<file path="src/rtl/max7219_chain_tx.sv">
// SPI frame transmitter for a daisy chain of MAX7219 drivers: one CS frame carries a word per device.
// Optional broadcast of the low device word to every slot when MAX7219_BCAST_EN is defined.
module max7219_chain_tx #(
  parameter int N_DEV   = 4,
  parameter int WORD_W  = 16,
  parameter int CLK_DIV = 4
) (
  input  logic                      clk,
  input  logic                      rst,
  input  logic                      start,
`ifdef MAX7219_BCAST_EN
  input  logic                      bcast,
`endif
  input  logic [N_DEV*WORD_W-1:0]   din,
  output logic                      busy,
  output logic                      finish,
  output logic                      sclk,
  output logic                      mosi,
  output logic                      cs
);

  // state   | meaning
  // S_IDLE  | waiting for start, cs high
  // S_SETUP | cs low, first bit on mosi, sclk low for CLK_DIV cycles
  // S_SHIFT | sclk high/low CLK_DIV cycles each per bit, mosi moves on the fall
  // S_HOLD  | cs low hold after the last bit
  // S_GAP   | cs high latch time, finish issued on the last cycle

  localparam int BITS  = N_DEV * WORD_W;
  localparam int DIV_W = $clog2(CLK_DIV + 1);
  localparam int BIT_W = $clog2(BITS + 1);
  localparam logic [DIV_W-1:0] DIV_LOAD = DIV_W'(CLK_DIV - 1);
  localparam logic [BIT_W-1:0] BIT_LOAD = BIT_W'(BITS - 1);

  typedef enum logic [2:0] {
    S_IDLE, S_SETUP, S_SHIFT, S_HOLD, S_GAP
  } state_t;

  state_t            state, state_nx;
  logic [DIV_W-1:0]  div_cnt, div_nx;
  logic [BIT_W-1:0]  bit_cnt, bit_nx;
  logic [BITS-1:0]   shreg, sh_nx, sh_shift, frame_data;
  logic              sclk_nx, mosi_nx, cs_nx, busy_nx, finish_nx;
  logic              div_done, last_bit;

`ifdef MAX7219_BCAST_EN
  assign frame_data = bcast ? {N_DEV{din[WORD_W-1:0]}} : din;
`else
  assign frame_data = din;
`endif

  assign div_done = (div_cnt == '0);
  assign last_bit = (bit_cnt == '0);
  assign sh_shift = shreg << 1;

  always_ff @(posedge clk) begin
    if (rst) begin
      state   <= S_IDLE;
      div_cnt <= '0;
      bit_cnt <= '0;
      shreg   <= '0;
      sclk    <= 1'b0;
      mosi    <= 1'b0;
      cs      <= 1'b1;
      busy    <= 1'b0;
      finish  <= 1'b0;
    end else begin
      state   <= state_nx;
      div_cnt <= div_nx;
      bit_cnt <= bit_nx;
      shreg   <= sh_nx;
      sclk    <= sclk_nx;
      mosi    <= mosi_nx;
      cs      <= cs_nx;
      busy    <= busy_nx;
      finish  <= finish_nx;
    end
  end

  always_comb begin
    state_nx = state;
    case (state)
      S_IDLE:  if (start) state_nx = S_SETUP;
      S_SETUP: if (div_done) state_nx = S_SHIFT;
      S_SHIFT: if (div_done && !sclk && last_bit) state_nx = S_HOLD;
      S_HOLD:  if (div_done) state_nx = S_GAP;
      S_GAP:   if (div_done) state_nx = S_IDLE;
      default: state_nx = S_IDLE;
    endcase
  end

  always_comb begin
    div_nx    = div_cnt;
    bit_nx    = bit_cnt;
    sh_nx     = shreg;
    sclk_nx   = sclk;
    mosi_nx   = mosi;
    cs_nx     = cs;
    busy_nx   = busy;
    finish_nx = 1'b0;
    case (state)
      S_IDLE: begin
        if (start) begin
          sh_nx   = frame_data;
          mosi_nx = frame_data[BITS-1];
          div_nx  = DIV_LOAD;
          bit_nx  = BIT_LOAD;
          sclk_nx = 1'b0;
          cs_nx   = 1'b0;
          busy_nx = 1'b1;
        end
      end
      S_SETUP: begin
        if (div_done) begin
          div_nx  = DIV_LOAD;
          sclk_nx = 1'b1;
        end else begin
          div_nx = div_cnt - 1'b1;
        end
      end
      S_SHIFT: begin
        if (!div_done) begin
          div_nx = div_cnt - 1'b1;
        end else begin
          div_nx = DIV_LOAD;
          if (sclk) begin
            sclk_nx = 1'b0;
            // last bit stays on mosi through HOLD
            if (!last_bit) begin
              sh_nx   = sh_shift;
              mosi_nx = sh_shift[BITS-1];
            end
          end else if (!last_bit) begin
            sclk_nx = 1'b1;
            bit_nx  = bit_cnt - 1'b1;
          end
        end
      end
      S_HOLD: begin
        if (div_done) begin
          div_nx = DIV_LOAD;
          cs_nx  = 1'b1;
        end else begin
          div_nx = div_cnt - 1'b1;
        end
      end
      S_GAP: begin
        if (div_done) begin
          busy_nx   = 1'b0;
          finish_nx = 1'b1;
        end else begin
          div_nx = div_cnt - 1'b1;
        end
      end
      default: begin
        sclk_nx = 1'b0;
        cs_nx   = 1'b1;
        busy_nx = 1'b0;
      end
    endcase
  end

endmodule

</file>
<file path="config.mk">
export PLATFORM = sky130hd
export DESIGN_NAME = max7219_chain_tx
export DESIGN_NICKNAME = d
export VERILOG_FILES = /design/src/rtl/max7219_chain_tx.sv
export SDC_FILE = /design/constraint.sdc
export NUM_CORES = 1
export LEC_CHECK = 0
export CORE_MARGIN = 2
export CORE_UTILIZATION = 35
export CTS_CLUSTER_SIZE = 30
export DETAILED_ROUTE_END_ITERATION = 16
export PLACE_DENSITY = 0.62
export SYNTH_ARGS = -nofsm -noshare
export SYNTH_HDL_FRONTEND = slang
export SYNTH_SLANG_ARGS = --single-unit
</file>
<file path="constraint.sdc">
create_clock -name clk -period 2.47 [get_ports clk]
set_input_delay 0.247 -clock clk [delete_from_list [all_inputs] [get_ports clk]]
set_output_delay 0.247 -clock clk [all_outputs]
set_load 0.01 [all_outputs]
</file>
; Word-level counts from Yosys, hierarchy flattened
; Cells that the tools add are included.
[totals]
register_bits = 81
out_inout_bits = 5
[classes]
addsub = 2
eq_ne = 14
n_mux = 36
n_bitwise = 4
n_reduce_logical = 19
[op_table]
columns = cell, n
row1 = $mux W63, 4
row2 = $pmux W63 S2, 1
row3 = $mux W7, 4
row4 = $mux W3, 8
row5 = $ne A2 B2 Y1 const B, 10
row6 = $pmux W3 S5, 1
row7 = $reduce_and A5 Y1, 3
row8 = $pmux W7 S2, 1
row9 = $mux W1, 12
row10 = $pmux W3 S3, 1
row11 = $reduce_and A3 Y1, 3
row12 = $logic_not A7 Y1, 1
row13 = $sub A7 B1 Y7 const B, 1
row14 = $eq A3 B2 Y1 const B, 2
row15 = $logic_not A3 Y1, 2
row16 = $pmux W1 S3, 2
row17 = $reduce_or A3 Y1, 2
row18 = $not A1 Y1, 4
row19 = $pmux W1 S4, 1
row20 = $reduce_and A4 Y1, 1
row21 = $reduce_or A2 Y1, 2
row22 = $eq A3 B1 Y1 const B, 1
row23 = $eq A3 B3 Y1 const B, 1
row24 = $reduce_bool A3 Y1, 1
row25 = other kinds (5), 6

; Depth between registers and ports, before layout
[depth]
depth_word = 5
mapped_depth = 8
mapped_depth_nobuf = 6

; Least setup slack after synthesis
; No wires, ideal clock.
[synth_timing]
kind = register to register
from = register state[0]
to = register shreg[15]
setup_time_ps = 134
arrival_ps = 1947
t_required_ps = 2336
path_slack_ps = 389
path_stages_with_launch = 9
path_buffers = 4
synth_period_minus_slack_ps = 2081
path_cell_list = dfxtp_1 -> clkbuf_1 -> or3b_1 -> clkbuf_1 -> a2111oi_4 -> or2_1 -> buf_2 -> buf_2 -> a211oi_1
[synth_between]
elab_chain_len = 3
[synth_rtl]
columns = element, line_no
row1 = "start, declared", 39  ; state_t state, state_nx;
row2 = "start signal, assigned", 68  ; state <= state_nx;
row3 = $eq A3 B2 Y1 or $logic_not A3 Y1 (tied branches), 101  ; case (state)
row4 = $ne A2 B2 Y1 (no source line) or $reduce_bool A2 Y1 (tied branches), n/a
row5 = $reduce_and A5 Y1 (no source line), n/a
row6 = "end signal, assigned", 71  ; shreg <= sh_nx;
row7 = "end, declared", 42  ; logic [BITS-1:0] shreg, sh_nx, sh_shift, frame_data;
; Several ways; a longest one is shown, not always the timed one.
; A chain may end at the register's enable or synchronous reset.

; Worst setup path in the final report
[layout_timing]
from = register div_cnt[0]
to = register shreg[21]
[layout_between]
elab_chain_len = 3
[layout_rtl]
columns = element, line_no
row1 = "start, declared", 40  ; logic [DIV_W-1:0] div_cnt, div_nx;
row2 = "start signal, assigned", 69  ; div_cnt <= div_nx;
row3 = $logic_not A3 Y1, 52  ; assign div_done = (div_cnt == '0);
row4 = $ne A2 B2 Y1 (no source line), n/a
row5 = $reduce_and A5 Y1 (no source line), n/a
; No other way between the ends.

==> results.json <==
{
  "worst_path_max_delay_cell": "a2111oi_4",
  "tns_ns": 0,
  "wl_per_cell_microns": 15.55,
  "fin_skew_ns": 0.009950,
  "die_h_microns": 109.3,
  "h-tree-depth": 3,
  "layout_commonest_cell": "dfxtp_1",
  "r2r_end": "shreg[21]",
  "start_util_pct": 35.81,
  "synth.area.mux_share_pct": 16.53,
  "cts_resized": 0,
  "synth_seq_cells": 81,
  "vias_per_cell": 5.428,
  "synth-edff-count": 0,
  "synth-compound-area-share_pct": 19.76,
  "end_kind": "register",
  "crit_type": "register to register",
  "cts_tree": "done",
  "multiInputGateArea_sq_um": 2069,
  "crit_family": "compound AO/OA/AOI/OAI gates",
  "cp-start-kind": "register",
  "rsz0062_at_grt": "false",
  "core_area_sq_um": 10840,
  "vias": 3300,
  "final_cell_mix": "dfxtp_1 (80), nor3_1 (70), clkdlybuf4s50_1 (70), a211oi_1 (64), mux2i_1 (63)",
  "grt_util_all_layers_pct": 16.17,
  "worstHoldEndpoint": "busy",
  "min_path_cells": 2,
  "hold_class": "primary input to register",
  "drc": 0,
  "synth_nets": 478,
  "cts_setup_buffers": 0,
  "cp_max_fo": 28,
  "place_area_sq_um": 4743,
  "antenna_found_initial": 0,
  "hold_viol": 0,
  "die_x_microns": 109.3,
  "rows": 38,
  "dp_hpwl_microns": 5962,
  "setup.worst_path.start": "div_cnt[0]",
  "drt_wl_total_microns": 9457,
  "utilization_pct": 46.25,
  "cpPeakStageDelay_ns": 0.47,
  "num-fill-cells": 1059,
  "portBuffers": 71,
  "dr.pass1.iters": 4,
  "reg2reg_depth": 7,
  "drtIter0Drc": 118,
  "synth_top_family_by_area": "compound AO/OA/AOI/OAI gates",
  "status": "completed",
  "yosys.area_share.simple_pct": 14.92,
  "grt_pass1_vias": 3228,
  "syn2layout_area_growth_pct": 29.13,
  "place.gp.congestion": 0.7931,
  "finalNetCount": 533,
  "clk_pin_slew_ns": 0.09,
  "slew_violations": 0,
  "cts_hold_buf": 0,
  "maxCapViolCount": 0,
  "setup_viol": 0,
  "avgSynthCellArea_sq_um": 9.516,
  "reg2reg_from": "div_cnt[0]",
  "cp.arrival_ns": 2.37,
  "drive_above_1_share_pct": 9.188,
  "clock_sinks": 81,
  "cts_max_path_buffers": 2,
  "synth_cell_types": 50,
  "crit_chain": "inv_1, ha_1, nand2b_1, a2111oi_4, buf_4, nor3_1, a211oi_1",
  "overflow": 0,
  "ios": 72,
  "root_buffer": "clkbuf_8",
  "ff2ff_setup_slack_ns": 0.37,
  "worstMarginPinSlew_ns": 0.6127,
  "period_needed_ns": 2.101,
  "synth-xor-area-share_pct": 0.9024,
  "slew_headroom_pct": 59.07,
  "fin_area_sq_um": 5014,
  "ant_nets": 0,
  "clock.fmax_mhz": 475.9,
  "hold_start": "rst",
  "synthCells": 408,
  "yosysSeqAreaShare_pct": 41.77,
  "regArea_sq_um": 1625,
  "diodes": 0,
  "grt_pass1_wl_microns": 15400,
  "synth-adder-area-share_pct": 0.9668,
  "async_flop_share_pct": 0,
  "peakVddDrop_mv": 0.3103,
  "yosys_warnings": 0,
  "leakage_nw": 1.690,
  "grt_max_degree": 77,
  "power_density_nw_per_um2": 843.9,
  "cts_made_buffers": 9,
  "clock_latency_ns": 0.35,
  "worstPathRequired_ns": 2.74,
  "die-area_sq_um": 11950,
  "synth_flop_cell": "dfxtp_1",
  "post-route-period-util_pct": 85.08,
  "synth_area_sq_um": 3882,
  "critical_path_buf_inv_count": 2
}
stage by stage:
stage	std cells	hold WS, ns	worst slack [ns]	total power, W
2_1_floorplan	408	0.3844	0.3892	0.002608
3_3_place_gp	592	0.4430	0.4061	0.002951
3_5_place_dp	592	0.4520	0.3175	0.002984
4_1_cts	608	0.3225	0.3626	0.004267
5_1_grt	608	0.3718	0.2061	0.004474
6_report	608	0.3373	0.3685	0.004231
synth_stat cells, drive strengths merged, types with 2 or more instances:
master   number  share of area, %
inv           6              0.58
a211oi       64                12
nand2b        3              0.48
xnor2         2              0.45
nor4b         2              0.61
a31oi         3              0.48
and3          2              0.32
nand2         7              0.68
a311oi        3              0.68
a21oi         8               1.0
xor2          2              0.45
a2111oi       2               1.4
nor2          7              0.68
ha            3              0.97
buf          15               1.9
nor3         70               9.0
o21ai         6              0.77
dfxtp        81                42
or3b          2              0.45
or2           3              0.48
nor3b         3              0.71
clkbuf       28               2.7
o21a          3              0.58
mux2i        63                16
cell families (layout without fill, tap and decap cells):
kind of cell	count (synthesis)	count (layout)
compound gates	100	100
xor+xnor	4	4
fa+ha+maj	3	3
buf+inv	49	109
flops	81	81
mux	64	64
simple gates	107	107
per-layer routing:
layer,wire length (microns),vias up,global-route usage [%]
met5,0,-,0
met4,154,0,6.691
met3,312,13,2.253
met2,4463,62,26.23
met1,4527,1567,21.58
li1,-,1658,-
worst reg2reg max path: cells and delay by family (launching register included):
| family | cells | cell delay, ns |
|---|---|---|
| compound gates | 2 | 0.70 |
| fa+ha+maj | 1 | 0.19 |
| buf+inv | 2 | 0.48 |
| flops | 1 | 0.35 |
| simple gates | 2 | 0.29 |
layout make-up:
type	count	area share, %
clock buffers	11	3.244
clock inverters	5	2.146
inverters	6	0.4492
multi-input cells	278	41.28
flip-flops and latches	81	32.42
well taps	140	3.494
repair buffers	87	16.97
worst max-delay path by stage:
stage	endpoint	slack, ns	depth (start not counted)
finish	shreg[21]	0.37	7
detailed placement	shreg[42]	0.32	5
global placement	shreg[42]	0.41	5
global route	shreg[21]	0.21	7
CTS	shreg[37]	0.36	7
floorplan	shreg[15]	0.39	8
report_power, final:
| part | switching (W) | internal [W] |
|---|---|---|
| Clock | 0.000510 | 0.000766 |
| Sequential | 0.000141 | 0.00154 |
| Combinational | 0.000655 | 0.000620 |
sequential cells by signal (all words and copies together) (netlist names):
name     count
busy         1
mosi         1
sclk         1
shreg       63
div_cnt      3
cs           1
finish       1
bit_cnt      7
state        3
Note: power is estimated with default switching activity, not from simulation.
